<file path="src/rtl/uart_frame_pkg.sv">
// Shared types and constants for the UART frame arbiter.
//   state_e        : frame FSM states
//   FRAME_LEN      : bytes per frame (sync, id, data, checksum)
//   DEF_SYNC_BYTE  : default frame sync byte
//   IDX_W          : width of the byte-in-frame index
package uart_frame_pkg;

  typedef enum logic [1:0] {
    ST_IDLE      = 2'd0,
    ST_SEND      = 2'd1,
    ST_WAIT_DONE = 2'd2
  } state_e;

  localparam int unsigned FRAME_LEN     = 4;
  localparam logic [7:0]  DEF_SYNC_BYTE = 8'hA5;
  localparam int unsigned IDX_W         = $clog2(FRAME_LEN);

endpackage

</file>
<file path="src/rtl/uart_frame_arbiter_rr.sv">
// Combinational round-robin arbiter.
//   i_Req        : request vector
//   i_Last_Grant : ID granted last; search starts one above it (mod NUM_REQ)
//   o_Gnt        : one-hot grant
//   o_Gnt_Id     : binary grant ID
//   o_Any        : at least one request present
module rr_arbiter #(
  parameter  int unsigned NUM_REQ = 4,
  localparam int unsigned ID_W    = $clog2(NUM_REQ)
) (
  input  logic [NUM_REQ-1:0] i_Req,
  input  logic [ID_W-1:0]    i_Last_Grant,
  output logic [NUM_REQ-1:0] o_Gnt,
  output logic [ID_W-1:0]    o_Gnt_Id,
  output logic               o_Any
);

  logic            found;
  logic [ID_W-1:0] cand;

  always_comb begin
    o_Gnt    = '0;
    o_Gnt_Id = '0;
    found    = 1'b0;
    cand     = '0;
    // Walk NUM_REQ candidates starting after the last grant; the
    // last grant itself is examined last, so nobody can be starved.
    for (int unsigned off = 1; off <= NUM_REQ; off++) begin
      cand = ID_W'((32'(i_Last_Grant) + off) % NUM_REQ);
      if (!found && i_Req[cand]) begin
        found    = 1'b1;
        o_Gnt_Id = cand;
      end
    end
    if (found) o_Gnt[o_Gnt_Id] = 1'b1;
    o_Any = found;
  end

endmodule

</file>
<file path="src/rtl/uart_frame_arbiter.sv">
// Shares one uart_tx between NUM_REQ byte producers. Each granted request
// is sent as a 4-byte frame: SYNC_BYTE, source ID, data, checksum
// (SYNC_BYTE ^ ID ^ data). All outputs are registered.
//   i_Clk, i_Rst_n   : clock, async active-low reset
//   i_Req_DV/_Data   : per-requester valid and byte (byte k at [8k+7:8k])
//   o_Req_Ack        : one-cycle pulse when the granted byte is captured
//   o_Tx_DV/_Byte    : start pulse and byte for uart_tx
//   i_Tx_Active/Done : uart_tx status
//   o_Busy           : frame in progress
//   o_Grant_Id       : ID of the frame in progress
module uart_frame_arbiter
  import uart_frame_pkg::*;
#(
  parameter  int unsigned NUM_REQ   = 4,
  parameter  logic [7:0]  SYNC_BYTE = DEF_SYNC_BYTE,
  localparam int unsigned ID_W      = $clog2(NUM_REQ)
) (
  input  logic                 i_Clk,
  input  logic                 i_Rst_n,
  input  logic [NUM_REQ-1:0]   i_Req_DV,
  input  logic [8*NUM_REQ-1:0] i_Req_Data,
  output logic [NUM_REQ-1:0]   o_Req_Ack,
  output logic                 o_Tx_DV,
  output logic [7:0]           o_Tx_Byte,
  input  logic                 i_Tx_Active,
  input  logic                 i_Tx_Done,
  output logic                 o_Busy,
  output logic [ID_W-1:0]      o_Grant_Id
);

  localparam logic [IDX_W-1:0] LAST_IDX = IDX_W'(FRAME_LEN - 1);

  state_e               state_q, state_d;
  logic [IDX_W-1:0]     idx_q, idx_d;
  logic [7:0]           data_q, data_d;
  logic [7:0]           chk_q, chk_d;
  logic [NUM_REQ-1:0]   ack_q, ack_d;
  logic                 tx_dv_q, tx_dv_d;
  logic [7:0]           tx_byte_q, tx_byte_d;
  logic                 busy_q, busy_d;
  logic [ID_W-1:0]      grant_id_q, grant_id_d;
  logic [ID_W-1:0]      last_grant_q, last_grant_d;

  logic [NUM_REQ-1:0]   arb_gnt;
  logic [ID_W-1:0]      arb_id;
  logic                 arb_any;
  logic [7:0]           arb_data;
  logic [7:0]           frame_byte;

  rr_arbiter #(.NUM_REQ(NUM_REQ)) u_arb (
    .i_Req        (i_Req_DV),
    .i_Last_Grant (last_grant_q),
    .o_Gnt        (arb_gnt),
    .o_Gnt_Id     (arb_id),
    .o_Any        (arb_any)
  );

  assign arb_data = i_Req_Data[8*arb_id +: 8];

  always_comb begin
    case (idx_q)
      IDX_W'(0): frame_byte = SYNC_BYTE;
      IDX_W'(1): frame_byte = 8'(grant_id_q);
      IDX_W'(2): frame_byte = data_q;
      default:   frame_byte = chk_q;
    endcase
  end

  always_comb begin
    state_d      = state_q;
    idx_d        = idx_q;
    data_d       = data_q;
    chk_d        = chk_q;
    ack_d        = '0;
    tx_dv_d      = 1'b0;
    tx_byte_d    = tx_byte_q;
    busy_d       = busy_q;
    grant_id_d   = grant_id_q;
    last_grant_d = last_grant_q;
    case (state_q)
      ST_IDLE: begin
        if (arb_any) begin
          data_d     = arb_data;
          chk_d      = SYNC_BYTE ^ 8'(arb_id) ^ arb_data;
          grant_id_d = arb_id;
          ack_d      = arb_gnt;
          busy_d     = 1'b1;
          idx_d      = '0;
          state_d    = ST_SEND;
        end
      end
      ST_SEND: begin
        if (!i_Tx_Active) begin
          tx_dv_d   = 1'b1;
          tx_byte_d = frame_byte;
          state_d   = ST_WAIT_DONE;
        end
      end
      ST_WAIT_DONE: begin
        if (i_Tx_Done) begin
          if (idx_q == LAST_IDX) begin
            last_grant_d = grant_id_q;
            busy_d       = 1'b0;
            state_d      = ST_IDLE;
          end else begin
            idx_d   = idx_q + IDX_W'(1);
            state_d = ST_SEND;
          end
        end
      end
      default: state_d = ST_IDLE;
    endcase
  end

  always_ff @(posedge i_Clk or negedge i_Rst_n) begin
    if (!i_Rst_n) begin
      state_q      <= ST_IDLE;
      idx_q        <= '0;
      data_q       <= '0;
      chk_q        <= '0;
      ack_q        <= '0;
      tx_dv_q      <= 1'b0;
      tx_byte_q    <= '0;
      busy_q       <= 1'b0;
      grant_id_q   <= '0;
      last_grant_q <= ID_W'(NUM_REQ - 1);
    end else begin
      state_q      <= state_d;
      idx_q        <= idx_d;
      data_q       <= data_d;
      chk_q        <= chk_d;
      ack_q        <= ack_d;
      tx_dv_q      <= tx_dv_d;
      tx_byte_q    <= tx_byte_d;
      busy_q       <= busy_d;
      grant_id_q   <= grant_id_d;
      last_grant_q <= last_grant_d;
    end
  end

  assign o_Req_Ack  = ack_q;
  assign o_Tx_DV    = tx_dv_q;
  assign o_Tx_Byte  = tx_byte_q;
  assign o_Busy     = busy_q;
  assign o_Grant_Id = grant_id_q;

endmodule

</file>
<file path="config.mk">
export PLATFORM = sky130hd
export DESIGN_NAME = uart_frame_arbiter
export DESIGN_NICKNAME = d
export VERILOG_FILES = /design/src/rtl/uart_frame_pkg.sv /design/src/rtl/uart_frame_arbiter_rr.sv /design/src/rtl/uart_frame_arbiter.sv
export SDC_FILE = /design/constraint.sdc
export NUM_CORES = 1
export LEC_CHECK = 0
export ABC_AREA = 0
export BUFFER_PORTS_ARGS = -buffer_cell sky130_fd_sc_hd__buf_4
export CAP_MARGIN = 20
export CELL_PAD_IN_SITES_DETAIL_PLACEMENT = 1
export CELL_PAD_IN_SITES_GLOBAL_PLACEMENT = 2
export CORE_MARGIN = 1
export CORE_UTILIZATION = 35
export CTS_BUF_LIST = sky130_fd_sc_hd__clkbuf_2 sky130_fd_sc_hd__clkbuf_4 sky130_fd_sc_hd__clkbuf_8
export DETAILED_ROUTE_END_ITERATION = 8
export PLACE_DENSITY = 0.84
export SETUP_SLACK_MARGIN = 0.3
export SLEW_MARGIN = 10
export SYNTH_ARGS = -nofsm -noshare
export SYNTH_HDL_FRONTEND = slang
export SYNTH_HIERARCHICAL = 1
export SYNTH_SLANG_ARGS = --single-unit
</file>
<file path="constraint.sdc">
create_clock -name i_Clk -period 4.44 [get_ports i_Clk]
set_input_delay 0.444 -clock i_Clk [delete_from_list [all_inputs] [get_ports i_Clk]]
set_output_delay 0.444 -clock i_Clk [all_outputs]
set_load 0.02 [all_outputs]
</file>
# Word-level counts from Yosys, hierarchy flattened
# Cells that the tools add are included.
# totals
mem_bits_ro,0
register_bits,38
latch_bits,0
mem_bits_rw,0
n_memories,0
wordCells,87
# classes
bitwise,3
shift,1
n_lt_le_gt_ge,6
n_eq_ne,10
mux,36
mul,0
addsub,5
n_reduce_logical,16
div_mod_pow,0
# op_table
operator,n
$shiftx 32x6->8,1
$pmux 8 s3,1
$mux 2,10
$lt 2x3->1 const B,5
$mux 1,15
$ne 2x2->1 const B,5
$bmux 1 s2,4
$mux 4,2
$reduce_and 4->1,2
$xor 8x8->8,1
$add 2x1->2 const B,3
$eq 2x2->1 const B,3
$pmux 2 s3,1
$reduce_and 3->1,2
$add 2x2->2 const B,2
$eq 2x1->1 const B,2
$logic_and 1x1->1,4
$logic_not 2->1,2
$not 1->4,1
$pmux 2 s2,1
$reduce_and 2->1,2
$logic_not 1->1,3
$demux 1 s2,1
$ge 2x1->1 const B,1
other kinds (3),3

# Depth between registers and ports, before layout
# logic_depth
ltp_word,19
ltp_mapped,8
depth_no_buf,6

# Modules after synthesis
# The synthesis kept the hierarchy.
# by_module_without_submodules
mod,instances,area_each_um2,cells_each
uart_frame_arbiter,1,1699.1,152
rr_arbiter,1,222.7,34

# Worst setup path before layout
# Ideal clock, no wire load.
# synth_path
kind,register -> register
startpoint,register last_grant_q[1]
endpoint,register chk_q[0]
arrival_time_ns,2.039
path_stages_with_launch,9
t_required_ns,4.317
path_buffers,2
synth_period_minus_slack_ns,2.162
setup_ns,0.123
slack_ns,2.278
cell_sequence,dfstp_2 > buf_4 > nand2_1 > a21oi_1 > o221ai_1 > buf_6 > or4b_4 > or2_1 > o221a_2
# synth_via
elab_chain_len,15
# synth_rtl
item,line_no,source
from (decl),uart_frame_arbiter.sv:42,"logic [ID_W-1:0] last_grant_q, last_grant_d;"
from (signal assigned),uart_frame_arbiter.sv:126,last_grant_q <= ID_W'(NUM_REQ - 1);
from (signal assigned),uart_frame_arbiter.sv:137,last_grant_q <= last_grant_d;
$add 2x1->2,uart_frame_arbiter_rr.sv:29,cand = ID_W'((32'(i_Last_Grant) + off) % NUM_REQ);
$bmux 1 s2,uart_frame_arbiter_rr.sv:30,if (!found && i_Req[cand]) begin
$mux 1 (implied by the code),uart_frame_arbiter_rr.sv:30,
$mux 1,uart_frame_arbiter_rr.sv:30,
$logic_not 1->1,uart_frame_arbiter_rr.sv:30,
$logic_and 1x1->1,uart_frame_arbiter_rr.sv:30,
$mux 1,uart_frame_arbiter_rr.sv:30,
$logic_not 1->1,uart_frame_arbiter_rr.sv:30,
$logic_and 1x1->1,uart_frame_arbiter_rr.sv:30,
$mux 1,uart_frame_arbiter_rr.sv:30,
$logic_not 1->1,uart_frame_arbiter_rr.sv:30,
$logic_and 1x1->1,uart_frame_arbiter_rr.sv:30,
$mux 2 *,uart_frame_arbiter_rr.sv:30,
net arb_id[0],uart_frame_arbiter.sv:45,logic [ID_W-1:0] arb_id;
$shiftx 32x6->8 / $not 1->4 (equally long branches),-,
$xor 8x8->8 *,uart_frame_arbiter.sv:84,chk_d = SYNC_BYTE ^ 8'(arb_id) ^ arb_data;
to (signal assigned),uart_frame_arbiter.sv:131,chk_q <= chk_d;
to (decl),uart_frame_arbiter.sv:36,"logic [7:0] chk_q, chk_d;"
# Mark *: on every way through the listed nets, which the timed path passes. The rest lies on a longest branch. The select of a mux whose other input is x is not followed.
# A chain may end at the register's enable or synchronous reset.

# Worst setup path in the final report
# Ends and elaborated chain as after synthesis.

==> impl_metrics.env <==
export IMPL_grt_pass1_wl_mm=7.84
export IMPL_layout_min_cycle_time_ps=2610
export IMPL_die_y_um=76.1
export IMPL_hold_viol_final=0
export IMPL_path_cells="and2b_1 -> a21oi_1 -> o221ai_1 -> or4b_4 -> or2_1 -> o221a_2"
export IMPL_clock_skew_ps=1.59
export IMPL_rsz0062_at_grt="no"
export IMPL_cts_setup_buffers=0
export IMPL_hold_ws_ps=110
export IMPL_crit_type="reg2reg"
export IMPL_synth_warnings=6
export IMPL_synthCells=186
export IMPL_insertion_delay_ps=280
export IMPL_arrival_ps=2790
export IMPL_status="completed"
export IMPL_cp_slowest_stage_delay_ps=700
export IMPL_core_area_um2=5200
export IMPL_hold_path_class="in2async"
export IMPL_cts_buffer_depth=2
export IMPL_crit_fanout=14
export IMPL_vias=1568
export IMPL_p_sw_mw=0.452
export IMPL_slowest_stage="or4b_4"
export IMPL_remaining_drc_errors=0
export IMPL_layout_common_cells="buf_4 (56), nand2_1 (34), dfrtp_1 (33)"
export IMPL_async_flop_share=1.00
export IMPL_cts_buffers=5
export IMPL_postRouteWirelength_mm=4.68
export IMPL_placed_cells=301
export IMPL_wl_per_cell_um=15.2
export IMPL_relSlewSlack=0.372
export IMPL_setup_viol_count_final=0
export IMPL_reg2regPathDepth=6
export IMPL_synthDistinctLibCells=44
export IMPL_cts_resized=0
export IMPL_tns_ps=0
export IMPL_grt_pass1_vias=1580
export IMPL_dpl_hpwl_mm=3.46
export IMPL_place_ws_ps=1830
export IMPL_instances_no_fill=309
export IMPL_crit_path_end_kind="register"
export IMPL_ys_flop_type="dfrtp_1"
export IMPL_p_seq_frac=0.415
export IMPL_dieArea_um2=5790
export IMPL_worst_pin_slew_ps=938
export IMPL_power_density_nw_per_um2=505
export IMPL_worst_slack_ps=1830
export IMPL_maxCapViolCount=0
export IMPL_synth_area_per_cell_um2=10.3
export IMPL_io_pins=56
export IMPL_h_tree_depth=2
export IMPL_synth_edf_count=0
export IMPL_yosysSeqAreaShare=0.457
export IMPL_routed_via_density=5.07
export IMPL_track_usage=0.175
export IMPL_p_leak_nw=1.15
export IMPL_synth_seq_cells=35
export IMPL_clkTransAtPathRegs_ps=70
export IMPL_grt_max_degree=36
export IMPL_vdd_drop_max_v=0.000193
export IMPL_critPathRequiredTime_ps=4620
export IMPL_nNetsFinal=282
export IMPL_p_clk_frac=0.210
export IMPL_p_sw_frac=0.364
export IMPL_gp_congestion=0.744
export IMPL_syn_area_um2=1920
export IMPL_cts_tree="yes"
export IMPL_insertedDiodeCount=0
export IMPL_layout_commonest_cell="buf_4"
export IMPL_p_int_mw=0.789
export IMPL_drive_gt1_frac=0.356
export IMPL_clock_sinks=35
export IMPL_area_growth_pct=27.9
export IMPL_dr_pass1_iters=4
export IMPL_port_buffers=55
export IMPL_syn_nets=230
export IMPL_cts_root_buffer="clkbuf_8"
export IMPL_slew_violations=0
export IMPL_initial_core_util=0.369
export IMPL_ant_nets=0
export IMPL_p_comb_frac=0.375
export IMPL_grt_overflow=0
export IMPL_max_freq_mhz=382
export IMPL_fillers=609
export IMPL_finalCritPeriodShare=0.589
export IMPL_die_w_um=76.1
export IMPL_fp_row_count=26
export IMPL_cts_hold_buf=0
export IMPL_antenna_found_initial=0
export IMPL_first_iter_violations=87
export IMPL_start_kind="register"
==> final timing paths <==
kind,slack [ps],endpoint,startpoint
worst max register to register,1830,chk_q[0],last_grant_q[1]
min in group i_Clk,350,state_q[1],i_Tx_Done
worst min-delay path,110,o_Tx_Byte[4],i_Rst_n
worst max-delay path,1830,chk_q[0],last_grant_q[1]
worst min register to register,480,o_Tx_Byte[0],o_Tx_Byte[0]
max in group asynchronous,3970,last_grant_q[1],i_Rst_n
==> metrics by stage <==
step / power [mW] / cell area, um^2 / utilization
2_1_floorplan: 0.818 / 1920 / -
3_3_place_gp: 0.982 / 2350 / 0.452
3_5_place_dp: 0.994 / 2350 / 0.452
4_1_cts: 1.26 / 2460 / 0.472
5_1_grt: 1.34 / 2460 / 0.472
6_report: 1.24 / 2460 / 0.472
==> cells in the mapped netlist, types with 2 or more instances <==
cell,count,share of area
a211oi_1,2,0.0078
and2b_1,2,0.0078
ha_1,4,0.026
mux4_1,3,0.041
and2_1,5,0.016
dfstp_2,2,0.027
nor2b_1,2,0.0065
nand2_1,34,0.066
o221ai_1,4,0.018
clkbuf_1,3,0.0059
o21ai_1,2,0.0052
buf_6,2,0.012
inv_1,6,0.012
nor2_1,6,0.012
a21oi_1,8,0.021
or2_2,2,0.0065
buf_2,2,0.0052
o21a_1,4,0.016
o21bai_1,2,0.0078
buf_4,3,0.012
mux2_2,7,0.041
mux2i_1,10,0.052
nand3_1,2,0.0052
o31ai_1,3,0.012
dfrtp_1,33,0.43
or3b_2,2,0.0091
o21ai_0,14,0.036
==> per-layer routing <==
metal	vias to the layer above	part of all wire	global-route usage
li1	767	-	-
met1	767	0.50	0.238
met2	28	0.46	0.276
met3	6	0.026	0.0371
met4	0	0.015	0.0635
met5	-	0	0
==> final cells by class <==
class	instances	area, um^2	area share
Multi-Input combinational cell	133	942	0.383
Sequential cell	35	878	0.357
Timing Repair Buffer	56	420	0.171
Clock buffer	8	104	0.0422
Tap cell	70	87.6	0.0356
Inverter	7	26.3	0.0107
==> worst max-delay path: cells and delay by family, from the launching register on <==
kind / cells / cell delay (ps)
DFF: 1 / 670
AOI/OAI and AO/OA: 3 / 640
and+or+nand+nor: 3 / 1200
==> cells by family after synthesis <==
family                     share of synthesized area
AOI/OAI and AO/OA                              0.167
adders and majority gates                     0.0260
buffers and inverters                         0.0553
DFF                                            0.457
muxes                                          0.134
and+or+nand+nor                                0.161
==> flip-flops by register name, indices dropped and copies added, names as in the netlist <==
name          flops
data_q            8
o_Tx_Byte         8
chk_q             5
o_Req_Ack         4
idx_q             2
last_grant_q      2
o_Grant_Id        2
state_q           2
o_Busy            1
o_Tx_DV           1
==> power groups by stage <==
stage | clock, mW | sequential, mW | combinational [mW]
after detailed placement | 0 | 0.522 | 0.472
after floorplan | 0 | 0.537 | 0.282
final | 0.260 | 0.515 | 0.466
after global placement | 0 | 0.520 | 0.462
after CTS | 0.269 | 0.516 | 0.475
after global routing | 0.285 | 0.533 | 0.522
(Power assumes the default switching activity.)
